--- config.mk ---
export PLATFORM = sky130hd
export DESIGN_NAME = pipe_hazard_ctrl
export DESIGN_NICKNAME = d
export VERILOG_FILES = /design/src/rtl/pipe_pkg.sv /design/src/rtl/pipe_fwd_sel.sv /design/src/rtl/pipe_hazard_ctrl.sv
export SDC_FILE = /design/constraint.sdc
export NUM_CORES = 1
export LEC_CHECK = 0
export ABC_AREA = 1
export BUFFER_PORTS_ARGS = -buffer_cell sky130_fd_sc_hd__buf_2
export CAP_MARGIN = 15
export CORE_ASPECT_RATIO = 1.4
export CORE_UTILIZATION = 52
export DETAILED_ROUTE_END_ITERATION = 10
export HOLD_SLACK_MARGIN = 0.12
export PLACE_DENSITY = 0.9
export SLEW_MARGIN = 20
export SYNTH_ARGS = -nofsm -noshare
export SYNTH_HDL_FRONTEND = slang
export SYNTH_SLANG_ARGS = --single-unit
--- constraint.sdc ---
create_clock -name clk -period 2.2 [get_ports clk]
set_input_delay 0.11 -clock clk [delete_from_list [all_inputs] [get_ports clk]]
set_output_delay 0.11 -clock clk [all_outputs]
set_load 0.02 [all_outputs]
--- src/rtl/pipe_pkg.sv ---
// Shared definitions for the pipeline hazard/control slice: forward-select
// codes, FSM state type and the per-cycle control bundle.
package pipe_pkg;

  localparam int unsigned FWD_W = 2;

  localparam logic [FWD_W-1:0] FWD_REG = 2'b00;
  localparam logic [FWD_W-1:0] FWD_WB  = 2'b01;
  localparam logic [FWD_W-1:0] FWD_MEM = 2'b10;

  typedef enum logic [0:0] {
    ST_RUN   = 1'b0,
    ST_MULTI = 1'b1
  } state_e;

  // Pipeline-register control driven each cycle.
  typedef struct packed {
    logic pc_write;
    logic if_id_write;
    logic id_ex_write;
    logic id_ex_bubble;
    logic ex_mem_bubble;
    logic if_id_flush;
    logic id_ex_flush;
    logic ex_mem_flush;
    logic ex_busy;
  } ctrl_t;

  localparam int unsigned CTRL_W = $bits(ctrl_t);

  // Held pipeline with every register squashed.
  localparam ctrl_t CTRL_RESET = '{if_id_flush: 1'b1, id_ex_flush: 1'b1,
                                   ex_mem_flush: 1'b1, default: 1'b0};
  // Everything advances.
  localparam ctrl_t CTRL_RUN   = '{pc_write: 1'b1, if_id_write: 1'b1,
                                   id_ex_write: 1'b1, default: 1'b0};
  // Taken branch: fetch the target, squash the three younger stages.
  localparam ctrl_t CTRL_FLUSH = '{pc_write: 1'b1, if_id_write: 1'b1,
                                   id_ex_write: 1'b1, if_id_flush: 1'b1,
                                   id_ex_flush: 1'b1, ex_mem_flush: 1'b1,
                                   default: 1'b0};
  // Long-latency op holds EXE; a NOP drains into MEM behind it.
  localparam ctrl_t CTRL_MSTALL = '{ex_mem_bubble: 1'b1, ex_busy: 1'b1,
                                    default: 1'b0};
  // Load-use: hold IF/ID, let the load move on, put a NOP into EXE.
  localparam ctrl_t CTRL_LDUSE = '{id_ex_write: 1'b1, id_ex_bubble: 1'b1,
                                   default: 1'b0};

endpackage

--- src/rtl/pipe_fwd_sel.sv ---
// Forward-mux select for one EXE source register.
module pipe_fwd_sel
  import pipe_pkg::*;
#(
  parameter int unsigned ADDR_W = 5
) (
  input  logic [ADDR_W-1:0] src,
  input  logic [ADDR_W-1:0] mem_dst,
  input  logic              mem_reg_write,
  input  logic [ADDR_W-1:0] wb_dst,
  input  logic              wb_reg_write,
  output logic [FWD_W-1:0]  sel
);

  // Youngest producer wins; register 0 is hard-wired and never forwarded.
  always_comb begin
    sel = FWD_REG;
    if (mem_reg_write && (mem_dst != '0) && (mem_dst == src)) begin
      sel = FWD_MEM;
    end else if (wb_reg_write && (wb_dst != '0) && (wb_dst == src)) begin
      sel = FWD_WB;
    end
  end

endmodule

--- src/rtl/pipe_hazard_ctrl.sv ---
// Hazard and pipeline control for the 5-stage pipeline: branch flush,
// multi-cycle EXE occupancy, load-use stall, forwarding and event counters.
module pipe_hazard_ctrl
  import pipe_pkg::*;
#(
  parameter int unsigned ADDR_W    = 5,
  parameter int unsigned MULTI_LAT = 4,
  parameter int unsigned CNT_W     = 16
) (
  input  logic              clk,
  input  logic              rst,
  input  logic [ADDR_W-1:0] id_rs,
  input  logic [ADDR_W-1:0] id_rt,
  input  logic              id_uses_rs,
  input  logic              id_uses_rt,
  input  logic [ADDR_W-1:0] ex_rs,
  input  logic [ADDR_W-1:0] ex_rt,
  input  logic [ADDR_W-1:0] ex_dst,
  input  logic              ex_reg_write,
  input  logic              ex_mem_read,
  input  logic              ex_multi_start,
  input  logic [ADDR_W-1:0] mem_dst,
  input  logic [ADDR_W-1:0] wb_dst,
  input  logic              mem_reg_write,
  input  logic              wb_reg_write,
  input  logic              mem_branch_taken,
  output logic              pc_write,
  output logic              if_id_write,
  output logic              id_ex_write,
  output logic              id_ex_bubble,
  output logic              ex_mem_bubble,
  output logic              if_id_flush,
  output logic              id_ex_flush,
  output logic              ex_mem_flush,
  output logic [1:0]        fwd_rs,
  output logic [1:0]        fwd_rt,
  output logic              ex_busy,
  output logic [CNT_W-1:0]  stall_cnt,
  output logic [CNT_W-1:0]  flush_cnt
);

  localparam int unsigned    CW       = $clog2(MULTI_LAT) + 1;
  localparam bit             MULTI_EN = (MULTI_LAT >= 2);
  localparam logic [CW-1:0]  CNT_INIT = MULTI_EN ? CW'(MULTI_LAT - 2) : '0;

  state_e            state_q, state_d;
  logic [CW-1:0]     cnt_q, cnt_d;
  logic [CNT_W-1:0]  stall_cnt_q, stall_cnt_d;
  logic [CNT_W-1:0]  flush_cnt_q, flush_cnt_d;
  logic              rst_q, rst_d;
  logic              in_rst;
  logic              load_use;
  logic              stall_ev, flush_ev;
  ctrl_t             ctrl;
  logic [FWD_W-1:0]  fwd_rs_raw, fwd_rt_raw;

  pipe_fwd_sel #(.ADDR_W(ADDR_W)) u_fwd_rs (
    .src           (ex_rs),
    .mem_dst       (mem_dst),
    .mem_reg_write (mem_reg_write),
    .wb_dst        (wb_dst),
    .wb_reg_write  (wb_reg_write),
    .sel           (fwd_rs_raw)
  );

  pipe_fwd_sel #(.ADDR_W(ADDR_W)) u_fwd_rt (
    .src           (ex_rt),
    .mem_dst       (mem_dst),
    .mem_reg_write (mem_reg_write),
    .wb_dst        (wb_dst),
    .wb_reg_write  (wb_reg_write),
    .sel           (fwd_rt_raw)
  );

  // Control is held in its reset shape for the reset cycle and one after.
  assign in_rst = rst | rst_q;
  assign rst_d  = rst;

  assign load_use = ex_mem_read && ex_reg_write && (ex_dst != '0) &&
                    ((id_uses_rs && (ex_dst == id_rs)) ||
                     (id_uses_rt && (ex_dst == id_rt)));

  // Prioritised control decision and next FSM state: branch > multi > load-use.
  always_comb begin
    ctrl     = CTRL_RUN;
    state_d  = state_q;
    cnt_d    = cnt_q;
    stall_ev = 1'b0;
    flush_ev = 1'b0;
    if (in_rst) begin
      ctrl    = CTRL_RESET;
      state_d = ST_RUN;
      cnt_d   = '0;
    end else if (mem_branch_taken) begin
      ctrl     = CTRL_FLUSH;
      flush_ev = 1'b1;
      state_d  = ST_RUN;
      cnt_d    = '0;
    end else if ((state_q == ST_MULTI) && (cnt_q != '0)) begin
      ctrl     = CTRL_MSTALL;
      stall_ev = 1'b1;
      cnt_d    = cnt_q - CW'(1);
    end else if ((state_q == ST_RUN) && ex_multi_start && MULTI_EN) begin
      ctrl     = CTRL_MSTALL;
      stall_ev = 1'b1;
      state_d  = ST_MULTI;
      cnt_d    = CNT_INIT;
    end else begin
      // Final MULTI cycle advances like RUN, so a load-use hazard may still apply.
      state_d = ST_RUN;
      if (load_use) begin
        ctrl     = CTRL_LDUSE;
        stall_ev = 1'b1;
      end
    end
  end

  // Saturating event counters.
  always_comb begin
    stall_cnt_d = stall_cnt_q;
    flush_cnt_d = flush_cnt_q;
    if (stall_ev && (stall_cnt_q != '1)) stall_cnt_d = stall_cnt_q + CNT_W'(1);
    if (flush_ev && (flush_cnt_q != '1)) flush_cnt_d = flush_cnt_q + CNT_W'(1);
  end

  // State, occupancy counter, event counters and reset tail flag.
  always_ff @(posedge clk) begin
    rst_q <= rst_d;
    if (rst) begin
      state_q     <= ST_RUN;
      cnt_q       <= '0;
      stall_cnt_q <= '0;
      flush_cnt_q <= '0;
    end else begin
      state_q     <= state_d;
      cnt_q       <= cnt_d;
      stall_cnt_q <= stall_cnt_d;
      flush_cnt_q <= flush_cnt_d;
    end
  end

  assign pc_write      = ctrl.pc_write;
  assign if_id_write   = ctrl.if_id_write;
  assign id_ex_write   = ctrl.id_ex_write;
  assign id_ex_bubble  = ctrl.id_ex_bubble;
  assign ex_mem_bubble = ctrl.ex_mem_bubble;
  assign if_id_flush   = ctrl.if_id_flush;
  assign id_ex_flush   = ctrl.id_ex_flush;
  assign ex_mem_flush  = ctrl.ex_mem_flush;
  assign ex_busy       = ctrl.ex_busy;
  assign fwd_rs        = in_rst ? FWD_REG : fwd_rs_raw;
  assign fwd_rt        = in_rst ? FWD_REG : fwd_rt_raw;
  assign stall_cnt     = stall_cnt_q;
  assign flush_cnt     = flush_cnt_q;

endmodule

-- Word level (Yosys, flattened, before mapping)
Cells that the tools add are included.
- bitwise logic cells: 2
- multiplexer cells: 21
- reduce and logical (&&, ||, !) cells: 22
- $add $sub $neg: 3
- equal/unequal tests: 8
- operators with widths (kind ; number):
    9-bit 2-to-1 mux ; 5
    16-bit by 1-bit adder with 16-bit output, second input constant ; 2
    16-bit != test, second input constant ; 2
    5-bit == test ; 6
    1-bit logical AND ; 15
    5-bit nonzero test ; 3
    1-bit 2-to-1 mux ; 10
    2-bit 2-to-1 mux ; 4
    3-bit 2-to-1 mux ; 2
    3-bit nonzero test ; 1
    3-bit OR reduction ; 1
    3-bit by 1-bit subtractor with 3-bit output, second input constant ; 1
    2-bit nonzero test ; 1
    1-bit logical OR ; 1
    1-bit inverter ; 1
    1-bit bitwise OR ; 1
- bits in registers: 37
- word-level logic and storage cells: 61

-- Logic depth before layout (Yosys ltp)
- depth in word-level cells: 10
- gate-level depth with buffers: 12
- gate-level depth less buffers: 11

-- Cells and area by module
A second synthesis with hierarchy kept.
- cell total of the unflattened synthesis: 474
- area total of the unflattened synthesis: 2847.7 sq um
- by module, submodules not included (module ; cells each ; area each (sq um) ; instances):
    pipe_hazard_ctrl ; 374 ; 2419.8 ; 1
    pipe_fwd_sel ; 50 ; 214.0 ; 2

-- Least setup slack after synthesis
No wires, ideal clock.
- path type: register to output
- from: register cnt_q[0]
- to: output pc_write
- path buffers: 1
- required time: 2.090 ns
- stages on the path, launching flop included: 8
- setup slack: 0.445 ns
- arrival time: 1.645 ns
- path through: dfxtp_1 > inv_1 > ha_1 > a21oi_1 > nor2_2 > o21ai_0 > a31oi_1 > buf_4
- longest elaborated chain between the ends: 5
- ends and longest elaborated chain (item ; RTL line ; source):
    from (decl) ; pipe_hazard_ctrl.sv:47 ; logic [CW-1:0] cnt_q, cnt_d;
    from (signal assigned) ; pipe_hazard_ctrl.sv:136 ; cnt_q <= cnt_d;
    3-bit nonzero test ; pipe_hazard_ctrl.sv:99 ; end else if ((state_q == ST_MULTI) && (cnt_q != '0)) begin
    1-bit logical AND ; pipe_hazard_ctrl.sv:99 ;
    9-bit 2-to-1 mux ; pipe_hazard_ctrl.sv:99 ;
    9-bit 2-to-1 mux ; pipe_hazard_ctrl.sv:94 ; end else if (mem_branch_taken) begin
    9-bit 2-to-1 mux ; pipe_hazard_ctrl.sv:90 ; if (in_rst) begin
    to (decl) ; pipe_hazard_ctrl.sv:27 ; output logic pc_write,
No other way between the ends.

-- Final worst setup path
- from: register cnt_q[0]
- to: output if_id_write
- longest elaborated chain between the ends: 5
- ends and longest elaborated chain (item ; RTL line ; source):
    3-bit nonzero test ; pipe_hazard_ctrl.sv:99 ;
    1-bit logical AND ; pipe_hazard_ctrl.sv:99 ;
    9-bit 2-to-1 mux ; pipe_hazard_ctrl.sv:99 ;
    9-bit 2-to-1 mux ; pipe_hazard_ctrl.sv:94 ;
    9-bit 2-to-1 mux ; pipe_hazard_ctrl.sv:90 ;
    to (decl) ; pipe_hazard_ctrl.sv:28 ; output logic if_id_write,
No other way between the ends.

==> results.json <==
{
  "grt_max_degree": 28,
  "drv_cap": 0,
  "synthArstFlopShare": 0,
  "grt-ovfl-total": 0,
  "synth_top_area_cell": "dfxtp_1",
  "rr_startpoint": "flush_cnt[0]",
  "worst_pin_slew_ns": 0.406,
  "fmax_mhz": 515,
  "synth_area_mm2": 0.00284,
  "hp-start": "mem_branch_taken",
  "hold_viol": 0,
  "root_buffer": "clkbuf_8",
  "cts_buffers": 5,
  "initial_core_util": 0.547,
  "drt_iter0_markers": 128,
  "status": "finished, final reports clean",
  "io_buffers": 89,
  "yosys_warnings": 0,
  "vdd_ir_drop_max_v": 0.000280,
  "syn_nets": 459,
  "synth_cell_types": 38,
  "cts-resized-gates": 0,
  "coreArea_mm2": 0.00520,
  "path_cells": "inv_1 > ha_1 > a21oi_1 > nor2_2 > o21ai_0 > a31oi_1 > buf_2",
  "setup_viol": 0,
  "slew_viol_final": 0,
  "antennaDiodeCount": 0,
  "area_growth_pct": 18.1,
  "htreeDepth": 2,
  "num_vias": 2887,
  "reg2reg_depth": 9,
  "skew_ns": 0.00514,
  "critPathKind": "flop to output port",
  "rsz0062_at_grt": "no",
  "power.leakage_uw": 0.00155,
  "crit_family": "compound AO/OA/AOI/OAI gates",
  "cts_setup_buffers": 0,
  "cts-hold-fix-buffers": 0,
  "drive_gt1_frac": 0.306,
  "cellPowerDensity_mw_per_mm2": 404,
  "r2r_slack_ns": 0.28,
  "drc": 0,
  "period_share": 0.883,
  "rows": 31,
  "synth_edf_count": 0,
  "die_w_um": 64.5,
  "grt_pass1_vias": 2723,
  "yosysMostFrequentCell": "nand2_1",
  "path_clk_slew_ns": 0.07,
  "finalCriticalPeriod_ns": 1.94,
  "cp_slowest_cell": "dfxtp_1",
  "holdPathEnd": "cnt_q[0]",
  "die-area_mm2": 0.00577,
  "cp.arrival_ns": 1.83,
  "drtPass1Iterations": 4,
  "vias_per_cell": 5.14,
  "ioPinCount": 90,
  "antenna_found_initial": 0,
  "seq_area_um2": 741,
  "tns_ns": 0,
  "worstPathRequired_ns": 2.09,
  "hold_depth": 4,
  "drt-wirelength-per-cell_um": 12.1,
  "grt_pass1_wl_um": 10900,
  "ys.flop_type": "dfxtp_1",
  "start_kind": "flop",
  "syn_inst": 410,
  "ys_top_cells_by_area": "dfxtp_1 26%, nand2_1 12%, xor2_1 6.2%",
  "ant_nets": 0,
  "slew_headroom": 0.726,
  "cts_tree": "built",
  "total_power_uw": 1350,
  "critical_path_peak_fanout": 5,
  "seq_area_frac_synth": 0.261,
  "cp-end-kind": "output port",
  "ys_ff_latch": 37,
  "cts.path.max_buffers": 2,
  "num-fill-cells": 476,
  "clock-sinks": 37,
  "grt.total_usage": 0.236,
  "gp_congestion": 0.870,
  "die_y_um": 89.5,
  "yosys.area.top_type_share": 0.261,
  "wl_um": 6780,
  "timing.rr.end": "flush_cnt[2]",
  "avgSynthCellArea_um2": 6.93,
  "path_buf_inv": 2,
  "hold_class": "input port to flop",
  "clkLatencyLatePin_ns": 0.28,
  "synth_commonest_cells": "93 x nand2_1, 45 x inv_1, 37 x dfxtp_1, 37 x nor2_1, 29 x nand3_1",
  "place.detailed.hpwl_um": 5330,
  "multi_input_area_mm2": 0.00178,
  "cpPeakStageDelay_ns": 0.33,
  "nets": 544
}
stage by stage:
stage / hold slack (ns) / setup WS [ns] / utilization / area (µm²) / instances
floorplan: 0.138 / 0.445 / - / 2840 / 410
global placement: 0.434 / 0.254 / 0.629 / 3270 / 554
CTS: 0.182 / 0.196 / 0.645 / 3350 / 562
global route: 0.206 / 0.0702 / 0.646 / 3360 / 562
finish: 0.188 / 0.258 / 0.646 / 3360 / 562
detailed placement: 0.469 / 0.224 / 0.629 / 3270 / 554
final cells by class:
class,instances,area share
multi-input combinational,305,0.530
sequential,37,0.221
timing repair buffer,90,0.135
inverter,56,0.0652
tap,66,0.0246
clock buffer,6,0.0216
clock inverter,2,0.00298
how the worst max path moves through the flow:
| stage | startpoint | endpoint | slack, ns | depth (start not counted) |
|---|---|---|---|---|
| after detailed placement | flush_cnt[0] | flush_cnt[2] | 0.22 | 9 |
| after CTS | flush_cnt[0] | flush_cnt[2] | 0.20 | 9 |
| final | cnt_q[0] | if_id_write | 0.26 | 7 |
| after floorplan | cnt_q[0] | pc_write | 0.45 | 7 |
| after global placement | flush_cnt[0] | flush_cnt[2] | 0.25 | 9 |
| after global routing | flush_cnt[0] | flush_cnt[2] | 0.07 | 9 |
flip-flops by register name, summed over array words and instances, names as in the netlist:
name	flops
flush_cnt	16
stall_cnt	16
rst_q	1
state_q	1
cnt_q	3
worst register-to-register path, cell delays in order (launching register included):
cell	delay (ns)
dfxtp_1	0.42
ha_1	0.25
nand3_1	0.16
nor2_1	0.22
nand4_1	0.16
nand2_4	0.19
inv_2	0.16
nand2_1	0.11
o21ai_1	0.06
a21oi_1	0.11
cell usage in the layout, fill, tap and decap left out, types with 7 or more instances in the layout:
cell and count:
nand3_2 11, a21oi_2 10, nor2_1 37, a21oi_1 24
buf_2 89, xnor2_1 19, nor3_1 9, o21ai_0 8
inv_2 7, inv_1 45, nand3_1 29, xor2_1 20
nand2_2 9, nand4_1 7, dfxtp_1 37, nand2_1 93
where the power goes:
group / internal (µW) / leakage (µW) / switching [µW] / total, µW
combinational: 85.9 / 0.00121 / 131 / 217
sequential: 674 / 0.000299 / 5.41 / 680
clock: 220 / 0.0000450 / 239 / 458
routing by layer:
layer / wire, µm / part of all wire / global-route usage
met1: 2750 / 0.40 / 0.238
met2: 3700 / 0.55 / 0.494
met3: 272 / 0.040 / 0.0332
met4: 66 / 0.0097 / 0.0606
met5: 0 / 0 / 0
kinds of logic (layout without fill, tap and decap cells):
kind of cell | count (synthesis) | after routing | share of synthesized area
buffers and inverters | 68 | 154 | 0.115
adder cells (fa/ha/maj) | 4 | 4 | 0.0176
AO/OA/AOI/OAI | 48 | 48 | 0.103
AND/OR/NAND/NOR | 214 | 214 | 0.383
XOR/XNOR | 39 | 39 | 0.120
flip-flops | 37 | 37 | 0.261
(Power assumes the default switching activity.)
